<file path="config.mk">
export PLATFORM = sky130hd
export DESIGN_NAME = ld_st_wakeup_queue
export DESIGN_NICKNAME = d
export VERILOG_FILES = /design/src/rtl/ld_st_wakeup_queue.sv
export SDC_FILE = /design/constraint.sdc
export NUM_CORES = 1
export LEC_CHECK = 0
export BUFFER_PORTS_ARGS = -buffer_cell sky130_fd_sc_hd__buf_2
export CAP_MARGIN = 25
export CORE_UTILIZATION = 50
export DETAILED_ROUTE_END_ITERATION = 7
export GPL_TIMING_DRIVEN = 1
export PLACE_DENSITY = 0.75
export SYNTH_ARGS = -nofsm -noshare
export SYNTH_HDL_FRONTEND = slang
export SYNTH_SLANG_ARGS = --single-unit
</file>
<file path="constraint.sdc">
create_clock -name clk -period 6.9 [get_ports clk]
set_clock_uncertainty 0.2 [all_clocks]
set_input_delay 0.345 -clock clk [delete_from_list [all_inputs] [get_ports clk]]
set_output_delay 0.345 -clock clk [all_outputs]
set_load 0.01 [all_outputs]
</file>
<file path="src/rtl/ld_st_wakeup_queue.sv">
`default_nettype none
// ============================================================================
//  Module   : ld_st_wakeup_queue
//  Purpose  : In-order load/store issue queue sitting between dispatch/rename
//             and the address-generation / PRF-read stage. Entries wait for
//             both source tags to become ready (via NUM_CDB wakeup ports or at
//             dispatch), then issue strictly in order from the head. Branch
//             resolution clears bmask bits; a mispredict rolls the tail back
//             to the oldest entry depending on the mispredicted branch.
//  Ports    : clk, rst                     - clock, sync active-high reset
//             enq_*                        - dispatch write port (valid/ready)
//             cdb_valid, cdb_paddr         - NUM_CDB tag broadcast ports
//             br_valid, br_mispred, br_bit - branch resolution
//             flush                        - full pipeline flush
//             deq_*, prf_*                 - issue port toward AGU / PRF read
//             count                        - occupancy
//  Revision : 1.0 - initial release
// ============================================================================
module ld_st_wakeup_queue #(
    parameter int DEPTH     = 8,
    parameter int NUM_CDB   = 2,
    parameter int PADDR_W   = 6,
    parameter int BMASK_W   = 4,
    parameter int PAYLOAD_W = 64
) (
    input  logic                         clk,
    input  logic                         rst,
    // dispatch
    input  logic                         enq_valid,
    output logic                         enq_ready,
    input  logic [PADDR_W-1:0]           enq_rs1_paddr,
    input  logic [PADDR_W-1:0]           enq_rs2_paddr,
    input  logic                         enq_rs1_rdy,
    input  logic                         enq_rs2_rdy,
    input  logic [BMASK_W-1:0]           enq_bmask,
    input  logic [PAYLOAD_W-1:0]         enq_payload,
    // wakeup broadcast
    input  logic [NUM_CDB-1:0]           cdb_valid,
    input  logic [NUM_CDB*PADDR_W-1:0]   cdb_paddr,
    // branch resolution / flush
    input  logic                         br_valid,
    input  logic                         br_mispred,
    input  logic [$clog2(BMASK_W)-1:0]   br_bit,
    input  logic                         flush,
    // issue
    output logic                         deq_valid,
    input  logic                         deq_ready,
    output logic [PAYLOAD_W-1:0]         deq_payload,
    output logic [BMASK_W-1:0]           deq_bmask,
    output logic [PADDR_W-1:0]           prf_rs1_paddr,
    output logic [PADDR_W-1:0]           prf_rs2_paddr,
    output logic                         prf_ren,
    output logic [$clog2(DEPTH):0]       count
);

    localparam int c_IDX_W = $clog2(DEPTH);
    localparam int c_PTR_W = c_IDX_W + 1;

    // ------------------------------------------------------------------
    // State
    // ------------------------------------------------------------------
    logic [c_PTR_W-1:0]   r_head_q;
    logic [c_PTR_W-1:0]   r_tail_q;
    logic [c_PTR_W-1:0]   w_head_d;
    logic [c_PTR_W-1:0]   w_tail_d;

    logic [PADDR_W-1:0]   r_rs1_paddr_q [DEPTH];
    logic [PADDR_W-1:0]   r_rs2_paddr_q [DEPTH];
    logic                 r_rs1_rdy_q   [DEPTH];
    logic                 r_rs2_rdy_q   [DEPTH];
    logic [BMASK_W-1:0]   r_bmask_q     [DEPTH];
    logic [PAYLOAD_W-1:0] r_payload_q   [DEPTH];

    logic [PADDR_W-1:0]   w_rs1_paddr_d [DEPTH];
    logic [PADDR_W-1:0]   w_rs2_paddr_d [DEPTH];
    logic                 w_rs1_rdy_d   [DEPTH];
    logic                 w_rs2_rdy_d   [DEPTH];
    logic [BMASK_W-1:0]   w_bmask_d     [DEPTH];
    logic [PAYLOAD_W-1:0] w_payload_d   [DEPTH];

    // ------------------------------------------------------------------
    // Pointer-derived status
    // ------------------------------------------------------------------
    logic [c_IDX_W-1:0]   w_head_idx;
    logic [c_IDX_W-1:0]   w_tail_idx;
    logic [c_PTR_W-1:0]   w_count;
    logic                 w_empty;
    logic                 w_full;
    logic                 w_mispred;
    logic                 w_resolve;
    logic                 w_enq_fire;
    logic                 w_deq_fire;
    logic                 w_head_rdy;
    logic                 w_head_squash;
    logic [BMASK_W-1:0]   w_enq_bmask;
    logic                 w_enq_rs1_rdy;
    logic                 w_enq_rs2_rdy;

    // Rollback search results
    logic                 w_rb_found;
    logic [c_PTR_W-1:0]   w_rb_ptr;
    logic [c_PTR_W-1:0]   w_scan_ptr;

    // True when any valid broadcast port carries the given tag.
    function automatic logic f_cdb_hit(
        input logic [PADDR_W-1:0]         tag,
        input logic [NUM_CDB-1:0]         vld,
        input logic [NUM_CDB*PADDR_W-1:0] tags
    );
        logic hit;
        hit = 1'b0;
        for (int k = 0; k < NUM_CDB; k++) begin
            if (vld[k] && (tags[k*PADDR_W +: PADDR_W] == tag)) begin
                hit = 1'b1;
            end
        end
        return hit;
    endfunction

    assign w_head_idx = r_head_q[c_IDX_W-1:0];
    assign w_tail_idx = r_tail_q[c_IDX_W-1:0];
    assign w_count    = r_tail_q - r_head_q;
    assign w_empty    = (r_head_q == r_tail_q);
    assign w_full     = (w_head_idx == w_tail_idx) &&
                        (r_head_q[c_IDX_W] != r_tail_q[c_IDX_W]);

    assign w_mispred  = br_valid && br_mispred;
    assign w_resolve  = br_valid && !br_mispred;

    assign enq_ready  = !w_full && !flush && !w_mispred;
    assign w_enq_fire = enq_valid && enq_ready;

    // Head readiness uses stored state only; a wakeup in this cycle is
    // only observed once it has been written into the entry.
    assign w_head_rdy    = !w_empty && r_rs1_rdy_q[w_head_idx] && r_rs2_rdy_q[w_head_idx];
    // A squashed head means the rollback point is the head itself, so the
    // issue is cancelled rather than letting a wrong-path op escape.
    assign w_head_squash = w_mispred && !w_empty && r_bmask_q[w_head_idx][br_bit];

    assign deq_valid     = w_head_rdy && !flush && !w_head_squash;
    assign w_deq_fire    = deq_valid && deq_ready;
    assign prf_ren       = w_deq_fire;

    assign deq_payload   = r_payload_q[w_head_idx];
    assign deq_bmask     = r_bmask_q[w_head_idx];
    assign prf_rs1_paddr = r_rs1_paddr_q[w_head_idx];
    assign prf_rs2_paddr = r_rs2_paddr_q[w_head_idx];
    assign count         = w_count;

    // Incoming entry: resolve clear and wakeup bypass apply at write time so
    // a broadcast coinciding with dispatch is not lost.
    always_comb begin
        w_enq_bmask = enq_bmask;
        if (w_resolve) begin
            w_enq_bmask[br_bit] = 1'b0;
        end
        w_enq_rs1_rdy = enq_rs1_rdy || f_cdb_hit(enq_rs1_paddr, cdb_valid, cdb_paddr);
        w_enq_rs2_rdy = enq_rs2_rdy || f_cdb_hit(enq_rs2_paddr, cdb_valid, cdb_paddr);
    end

    // ------------------------------------------------------------------
    // Rollback point: oldest occupied entry (from head) depending on the
    // mispredicted branch. Scanning youngest-to-oldest lets the oldest hit
    // overwrite younger ones. Pointer arithmetic keeps the wrap bit right.
    // ------------------------------------------------------------------
    always_comb begin
        w_rb_found = 1'b0;
        w_rb_ptr   = r_tail_q;
        w_scan_ptr = r_head_q;
        for (int i = DEPTH - 1; i >= 0; i--) begin
            w_scan_ptr = r_head_q + c_PTR_W'(i);
            if ((c_PTR_W'(i) < w_count) &&
                r_bmask_q[w_scan_ptr[c_IDX_W-1:0]][br_bit]) begin
                w_rb_found = 1'b1;
                w_rb_ptr   = w_scan_ptr;
            end
        end
    end

    // ------------------------------------------------------------------
    // Pointer next-state: flush > rollback > enqueue on tail,
    // flush > dequeue on head.
    // ------------------------------------------------------------------
    always_comb begin
        w_head_d = r_head_q;
        w_tail_d = r_tail_q;
        if (flush) begin
            w_head_d = '0;
            w_tail_d = '0;
        end else begin
            if (w_deq_fire) begin
                w_head_d = r_head_q + c_PTR_W'(1);
            end
            if (w_mispred && w_rb_found) begin
                w_tail_d = w_rb_ptr;
            end else if (w_enq_fire) begin
                w_tail_d = r_tail_q + c_PTR_W'(1);
            end
        end
    end

    // ------------------------------------------------------------------
    // Entry next-state: wakeup, bmask clear, enqueue write.
    // Wakeup is applied to every slot; slots outside head..tail are dead
    // and get fully overwritten on their next enqueue.
    // ------------------------------------------------------------------
    always_comb begin
        for (int i = 0; i < DEPTH; i++) begin
            w_rs1_paddr_d[i] = r_rs1_paddr_q[i];
            w_rs2_paddr_d[i] = r_rs2_paddr_q[i];
            w_payload_d[i]   = r_payload_q[i];
            w_rs1_rdy_d[i]   = r_rs1_rdy_q[i] || f_cdb_hit(r_rs1_paddr_q[i], cdb_valid, cdb_paddr);
            w_rs2_rdy_d[i]   = r_rs2_rdy_q[i] || f_cdb_hit(r_rs2_paddr_q[i], cdb_valid, cdb_paddr);
            w_bmask_d[i]     = r_bmask_q[i];
            if (w_resolve) begin
                w_bmask_d[i][br_bit] = 1'b0;
            end
            if (w_enq_fire && (w_tail_idx == c_IDX_W'(i))) begin
                w_rs1_paddr_d[i] = enq_rs1_paddr;
                w_rs2_paddr_d[i] = enq_rs2_paddr;
                w_payload_d[i]   = enq_payload;
                w_rs1_rdy_d[i]   = w_enq_rs1_rdy;
                w_rs2_rdy_d[i]   = w_enq_rs2_rdy;
                w_bmask_d[i]     = w_enq_bmask;
            end
        end
    end

    // ------------------------------------------------------------------
    // Registers
    // ------------------------------------------------------------------
    always_ff @(posedge clk) begin
        if (rst) begin
            r_head_q <= '0;
            r_tail_q <= '0;
        end else begin
            r_head_q <= w_head_d;
            r_tail_q <= w_tail_d;
        end
    end

    // Entry contents need no reset: occupancy is defined by the pointers.
    always_ff @(posedge clk) begin
        for (int i = 0; i < DEPTH; i++) begin
            r_rs1_paddr_q[i] <= w_rs1_paddr_d[i];
            r_rs2_paddr_q[i] <= w_rs2_paddr_d[i];
            r_rs1_rdy_q[i]   <= w_rs1_rdy_d[i];
            r_rs2_rdy_q[i]   <= w_rs2_rdy_d[i];
            r_bmask_q[i]     <= w_bmask_d[i];
            r_payload_q[i]   <= w_payload_d[i];
        end
    end

endmodule
`default_nettype wire

</file>
==> results.txt, run 1 <==
* Outcome: finished, violations left
- Failing checks: design-rule violations
* Hold slack final: 37.1 ps
* Filler cell count: 4,296
* Setup repair after global routing missed its margin: no
* Maximum fanout along the worst path: 60
- Yosys mapped a number of flops with a built-in enable equal to 640.
* Fraction of registers with async set or reset after synthesis: 0
- DRT antenna net count: 0
- Power density over the cells: 255 nW/µm²
* Sinks on the clock net: 667
* Proportion of synthesized chip area in sequential cells: 0.658
- At the end of the flow, the number of nets in the layout was 2,070.
* Final Hold Violating Endpoints: 0
* Share of cells above drive strength 1: 0.296
- For this run, the top clock speed supported by timing is 0.197 GHz.
- Number of CTS-inserted buffers: 69
* Post-CTS setup buffer count: 0
- Dividing the detail-routed via count by the number of cells gives 6.16.
- PnR Total Power: 8.83 mW
- Syn_area_per_cell: 17.9 µm²
- The die covers 61,100 µm².
- CTS H-tree lvls: 3
- Entering global routing, the biggest net connects 111 pins.
- The root buffer cell chosen for the clock tree is clkbuf_16.
* Worst IR Drop VDD: 258 µV
- Final wirelength: 73,400 µm
- Setup slack at placement: 1760 ps
- Total global routing track utilization: 0.243
- For this block, the initial DRC count from the detailed router was 1,847.
* GPL Wtd Cong: 0.930
- Horizontal extent of the die: 247 µm
* Post-route core utilization: 0.585
* Final Max Tran Viols: 0
- Floorplan row count: 89
- Actual slew at the worst max-slew pin: 1040 ps
- In this run the critical register-to-register path is launched from r_head_q[1]$_SDFFE_PP0P_.
* Worst setup slack for register-to-register paths: 1830 ps
* Required time of the critical path: 6970 ps
* Die height: 247 µm
- Post-synthesis cell area: 30,000 µm²
- In this run the worst setup path begins at r_head_q[1]$_SDFFE_PP0P_.
* Category of the critical setup timing path: register to register
* Hold buffer count at CTS: 80
- Cell count after synthesis: 1,682
* Nets in the synthesized netlist: 1,804
- During synthesis, Yosys emitted a total of 0 warnings.
- Number of placed I/O pins: 192
* Area taken by multi-input logic gates: 9750 µm²
* Max-cap viol count: 0
- Initial core utilization: 0.507
* DP Wirelength: 43,300 µm
- After routing, the total negative slack on setup checks comes to 0 ps.
- Input and output buffers added on the ports amount to 191.
- Clock Tree Buf Depth: 3
- Path type of the worst min-delay path: primary input to register
- The total area inside the core boundary comes to 59,200 µm².
- Detailed-route DRC error count: 32
- Shortest period the worst path allows: 5070 ps
* Worst-case hold path end point: r_head_q[0]$_SDFFE_PP0P_
- Dividing the detail-routed wire length by the instance count gives 26.4 µm.
* Fraction of the cycle the final worst path needs: 0.735
- After clock tree synthesis, the clock-pin slew on the worst setup and hold paths is 60 ps.
- After synthesis, the netlist uses 65 different library cells.
- After global routing the overflow that remains totals 0.
- For this run, the leading register cell type out of synthesis is edfxtp_1.
- The first global-routing pass estimated 110,000 µm of wire.
* Max-slew headroom: 0.309
- Cell depth of the worst min-delay path: 3
- Worst R2R End: r_payload_q[5][58]$_DFFE_PP_
- The sequential cells in the finished layout cover a total of 19,800 µm².
- Post-synthesis register bit count: 667
- After clock tree synthesis, the repair step resized 0 gates.
* Via count of the first global-routing pass: 17,400
* Total iterations of the first detailed-routing run: 7
- Relative to the synthesized area, the layout overhead comes to 15.5%.
- Worst-skew pair later-pin latency: 600 ps
- Total of endpoints with negative setup slack in the final report: 0
- Detailed-route via count: 17,100
* Source of the worst hold timing path: flush
* CP startpoint kind: register
* TritonCTS clock tree: yes
* Leak Pwr: 11.1 nW
* Final setup margin: 1830 ps
- For the worst flop-to-flop path, the logic depth is 8.
* Arrival time worst endpoint: 5140 ps
* Critical Path Sink Type: register
- The number of antenna violations at the first check in global routing is 3.
layout by cell type (no fill, tap or decap), types with 11 or more instances in the layout:
cell type	count
nand3_1	42
mux4_2	185
edfxtp_1	640
clkinv_2	11
dlygate4sd3_1	80
nor4_1	52
clkbuf_16	69
xor2_1	115
xnor2_1	113
buf_2	192
a21oi_1	27
o21ai_0	46
clkbuf_1	21
mux2i_1	48
buf_4	15
dfxtp_1	23
ha_1	16
nand2_1	32
inv_1	12
nor2_1	15
mux2_2	78
nand4_1	39
flip-flops by register name, summed over array words and instances (netlist names), named ones only:
register       cells
r_payload_q      512
r_rs1_paddr_q     48
r_rs2_paddr_q     48
r_bmask_q         32
r_rs1_rdy_q        8
r_rs2_rdy_q        8
r_head_q           4
r_tail_q           4
cell families after synthesis:
logic type / Yosys count / share of synthesized area
AND/OR/NAND/NOR: 217 / 0.0406
multiplexers: 311 / 0.184
AO/OA/AOI/OAI: 123 / 0.0263
XOR/XNOR: 228 / 0.0665
flip-flops: 667 / 0.658
adder cells (fa/ha/maj): 17 / 0.00733
buffers and inverters: 119 / 0.0177
cells in the mapped netlist, drive strengths merged, types with 4 or more instances:
| master | number | share of area |
|---|---|---|
| inv | 22 | 0.0027 |
| buf | 41 | 0.0079 |
| nand2 | 32 | 0.0040 |
| and2 | 4 | 0.00092 |
| a21oi | 27 | 0.0045 |
| nand2b | 5 | 0.0010 |
| nor4 | 53 | 0.012 |
| mux2i | 48 | 0.016 |
| mux4 | 185 | 0.14 |
| dfxtp | 27 | 0.018 |
| xor2 | 115 | 0.034 |
| xnor2 | 113 | 0.033 |
| or2 | 4 | 0.00083 |
| nand4 | 39 | 0.0081 |
| nor3 | 4 | 0.00067 |
| clkbuf | 56 | 0.0070 |
| nor2b | 5 | 0.0010 |
| a22oi | 7 | 0.0017 |
| nand3 | 43 | 0.0073 |
| and3 | 4 | 0.00083 |
| edfxtp | 640 | 0.64 |
| nor2 | 15 | 0.0019 |
| o211ai | 5 | 0.0012 |
| o21ai | 51 | 0.0085 |
| ha | 16 | 0.0067 |
| mux2 | 78 | 0.029 |
report_power, final:
group          switching, mW  internal [mW]
registers             0.0733           4.54
clock network           1.52           1.98
logic                  0.412          0.298
total                   2.01           6.82
routing by layer:
layer,vias up,global-route usage,share of wire
met5,-,0,0.00038
met4,4,0.0835,0.027
met3,141,0.0437,0.086
met2,874,0.387,0.48
met1,8757,0.338,0.40
li1,7317,-,-
how the worst max path moves through the flow:
stage	to	slack (ps)	cells past startpoint
2_1_floorplan	r_payload_q[4][0]$_DFFE_PP_	2190	8
3_3_place_gp	r_tail_q[3]$_SDFFE_PP0P_	1820	10
3_5_place_dp	r_tail_q[3]$_SDFFE_PP0P_	1760	10
4_1_cts	r_tail_q[3]$_SDFFE_PP0P_	1740	10
5_1_grt	r_payload_q[5][59]$_DFFE_PP_	1440	8
6_report	r_payload_q[5][58]$_DFFE_PP_	1830	8
area by class of cell:
type	count	area share
clock inverters	30	0.00768
diodes	3	0.000216
multi-input cells	896	0.281
flip-flops and latches	667	0.570
inverters	22	0.00296
well taps	773	0.0279
repair buffers	292	0.0576
clock buffers	91	0.0525
per-stage QoR:
step	area [µm²]	cells
6_report	34700	2774
5_1_grt	34700	2771
4_1_cts	34600	2768
3_5_place_dp	31700	2567
3_3_place_gp	31700	2565
2_1_floorplan	30000	1682
worst max-delay path: stages, from the launching register on:
cell and delay (ps):
dfxtp_1 820, inv_1 540, ha_1 450, and3_1 190, a221oi_1 360, and2_1 500
nand3_1 400, inv_4 780, buf_4 430
Note: power is estimated with default switching activity, not from simulation.
==> inputs of run 2 (changes only) <==
--- a/config.mk
+++ b/config.mk
@@ -10,7 +10,7 @@
 export CORE_UTILIZATION = 50
 export DETAILED_ROUTE_END_ITERATION = 7
 export GPL_TIMING_DRIVEN = 1
-export PLACE_DENSITY = 0.75
+export PLACE_DENSITY = 0.77
 export SYNTH_ARGS = -nofsm -noshare
 export SYNTH_HDL_FRONTEND = slang
 export SYNTH_SLANG_ARGS = --single-unit
==> constraint.sdc (replaced) <==
create_clock -name clk -period 4.21 [get_ports clk]
set_clock_uncertainty 0.2 [all_clocks]
set_input_delay 0.2105 -clock clk [delete_from_list [all_inputs] [get_ports clk]]
set_output_delay 0.2105 -clock clk [all_outputs]
set_load 0.01 [all_outputs]
==> results.txt, run 2 (synthesized netlist as in run 1, its figures left out) <==
- Failing checks: design-rule violations
- In the final design database the tool counted 2,105 nets.
- Entering global routing, the biggest net connects 116 pins.
* Max-cap viol count: 0
- Area taken by multi-input logic gates: 9780 µm²
- Clock Tree Buf Depth: 3
- Via/cell ratio: 6.12
- Seq pwr share: 0.508
* Category of the critical setup timing path: register to register
- Final Hold Violating Endpoints: 0
- TritonCTS built the clock tree.
* Detailed-route DRC error count: 36
- By instance count, the cell type seen most on the critical path is buf_4.
* Number of DRC markers after the initial detailed-route iteration: 1,821
- Commonest non-fill, non-tap cell in the layout: edfxtp_1
- The analysis attributes to cell leakage a power of 11.4 nW.
- Dominant delay contributor by cell family on the critical path: buffers and inverters
- Total iterations of the first detailed-routing run: 7
- Delay of the slowest cell on the worst path: 600 ps
- Measured on the finished design, the core utilization comes to 0.597.
- Setup violations remaining at the end of the flow were counted as 0.
* Initial core utilization: 0.507
* Largest registers: r_payload_q: 512 flops, r_rs1_paddr_q: 48 flops, r_rs2_paddr_q: 48 flops
- For the final routed database, the setup TNS stands at 0 ps.
- Number of antenna violations at the first check in global routing: 8
- Filler cell count: 4,213
* Worst Reg-to-Reg Cells: 13
* Max-slew headroom: 0.309
- The path class of the tightest hold or removal check is primary input to register.
* Critical Path Sink: r_tail_q[0]$_SDFFE_PP0P_
- Sequential Area: 19,800 µm²
- In this run the power density over the cells is 421 nW/µm².
* Critical Path Sink Type: register
* Cell area reported after detailed placement: 32,200 µm²
* First-pass GRT wire length: 109,000 µm
- For this design, the sink count on the clock tree is 667.
- The routed design has 72,300 µm of wire.
- Worst setup slack for register-to-register paths: 230 ps
- 192 I/O pins were placed.
- Cell internal power was estimated by the tool at 11.6 mW.
* Required time of the critical path: 4500 ps
- The congestion estimate from routability-driven global placement came to 0.968.
- Hold slack final: 142 ps
- Setup repair after global routing missed its margin: no
- CTS H-tree lvls: 3
- Row generation in the floorplan step produced 89 rows.
- Ranked by flip-flop count, first place goes to r_payload_q.
* Start of the worst register-to-register path: r_head_q[1]$_SDFFE_PP0P_
- The share of total power dissipated in combinational logic is 0.080.
- Worst R2R End: r_tail_q[0]$_SDFFE_PP0P_
- In this run the worst path has a maximum fanout of 15.
- Commonest cells after routing, fill and taps aside: edfxtp_1 (640), buf_2 (191), mux4_2 (185), xor2_1 (114), xnor2_1 (113)
- Actual slew at the worst max-slew pin: 1030 ps
- Of the total power, the share spent switching nets is 0.220.
* Arrival time worst endpoint: 4280 ps
* Core Box Area: 59,200 µm²
- Once detail routing completed, the nets flagged for antenna violations numbered 0.
- Clock latency on the worst-skew pair, taken at its later pin, is 610 ps.
- Layout overhead on the synthesized area: 17.7%
- In the global route stage, overall resource usage came out at 0.240.
- The register with the most flip-flops in the layout has 512 of them.
- The worst-case IR drop observed on VDD is 406 µV.
- Horizontal extent of the die: 247 µm
* Worst setup path startpoint: r_head_q[1]$_SDFFE_PP0P_
- In the final routed layout, each cell accounts on average for 25.7 µm.
- The max-slew violation count came to 0.
* Sum of buffers and inverters on the critical path: 4
* Reported net switching power: 3.28 mW
- The root buffer cell chosen for the clock tree is clkbuf_16.
- Number of CTS-inserted buffers: 69
- The worst setup path is launched from a register.
- DP Wirelength: 43,800 µm
- Shortest period the worst path allows: 3980 ps
* Fraction of the cycle the final worst path needs: 0.946
- The floorplan step set the die height to 247 µm.
* Crit-path slowest cell: dlygate4sd3_1
* Full die area: 61,100 µm²
- Via count of the first global-routing pass: 17,700
- Stages on the worst setup path: 13
* Outcome: finished, violations left
- Share of cells above drive strength 1: 0.309
* Achievable frequency: 0.251 GHz
- Non-Filler Cell Area, Final: 35,400 µm²
- IO Port Bufs: 191
* Proportion of power drawn by the clock network: 0.412
* Cell-by-cell trace of the critical path: buf_4 > ha_1 > xor2_2 > buf_4 > mux2_2 > nor2_1 > nor4_4 > buf_4 > nor4b_4 > a31oi_4 > o21ai_0 > dlygate4sd3_1 > a21oi_1
* Detailed-route via count: 17,200
- For this run the aggregate overflow at the end of global routing stands at 0.
- After clock tree synthesis, the clock-pin slew on the worst setup and hold paths is 60 ps.
run 2: timing repair:
item / CTS / global route
gates resized for setup: 0 / 6
endpoints found under the setup margin: 0 / 2
endpoints found under the hold margin: 642 / 0
buffers inserted: 0 / 2
hold buffers: 87 / 0
run 2: tightest hold or removal path, stage by stage:
cell and delay [ps]:
buf_2 100, o21ai_1 270, o21ai_0 260
run 2: how the worst min path moves through the flow:
stage                                from                           end  slack, ps  cells after the start
final                        enq_bmask[2]     r_bmask_q[7][2]$_DFFE_PP_        140                      3
after floorplan            enq_payload[0]   r_payload_q[0][0]$_DFFE_PP_        110                      0
after global placement    enq_payload[63]  r_payload_q[3][63]$_DFFE_PP_        270                      1
after CTS                    enq_bmask[0]     r_bmask_q[6][0]$_DFFE_PP_        100                      3
after global routing         enq_bmask[0]     r_bmask_q[6][0]$_DFFE_PP_        140                      3
after detailed placement  enq_payload[10]  r_payload_q[3][10]$_DFFE_PP_        280                      1
run 2: per-stage QoR:
stage	setup WS, ps	power, mW	std cells
2_1_floorplan	198	8.33	1682
3_3_place_gp	566	8.75	2596
3_5_place_dp	474	8.78	2596
4_1_cts	84.9	14.9	2806
5_1_grt	19.1	15.3	2809
6_report	227	14.9	2812
run 2: power groups by stage:
stage | Combinational, mW | Sequential, mW | Clock, mW
4_1_cts | 1.17 | 7.55 | 6.23
5_1_grt | 1.28 | 7.56 | 6.48
3_3_place_gp | 1.07 | 7.68 | 0
3_5_place_dp | 1.10 | 7.69 | 0
6_report | 1.19 | 7.55 | 6.14
2_1_floorplan | 0.690 | 7.64 | 0
run 2: final cells by class:
| cell class | count | area share |
|---|---|---|
| repair buffers | 327 | 0.0691 |
| clock inverters | 37 | 0.0117 |
| flip-flops and latches | 667 | 0.559 |
| well taps | 773 | 0.0273 |
| diodes | 4 | 0.000283 |
| clock buffers | 86 | 0.0527 |
| inverters | 22 | 0.00308 |
| multi-input cells | 896 | 0.277 |
run 2: routing by layer:
layer,wire length (µm),up-vias,share of wire,global-route usage
met5,51,-,0.00071,0
met4,1850,8,0.026,0.0884
met3,6320,129,0.087,0.0494
met2,35600,846,0.49,0.390
met1,28400,8802,0.39,0.321
li1,-,7412,-,-
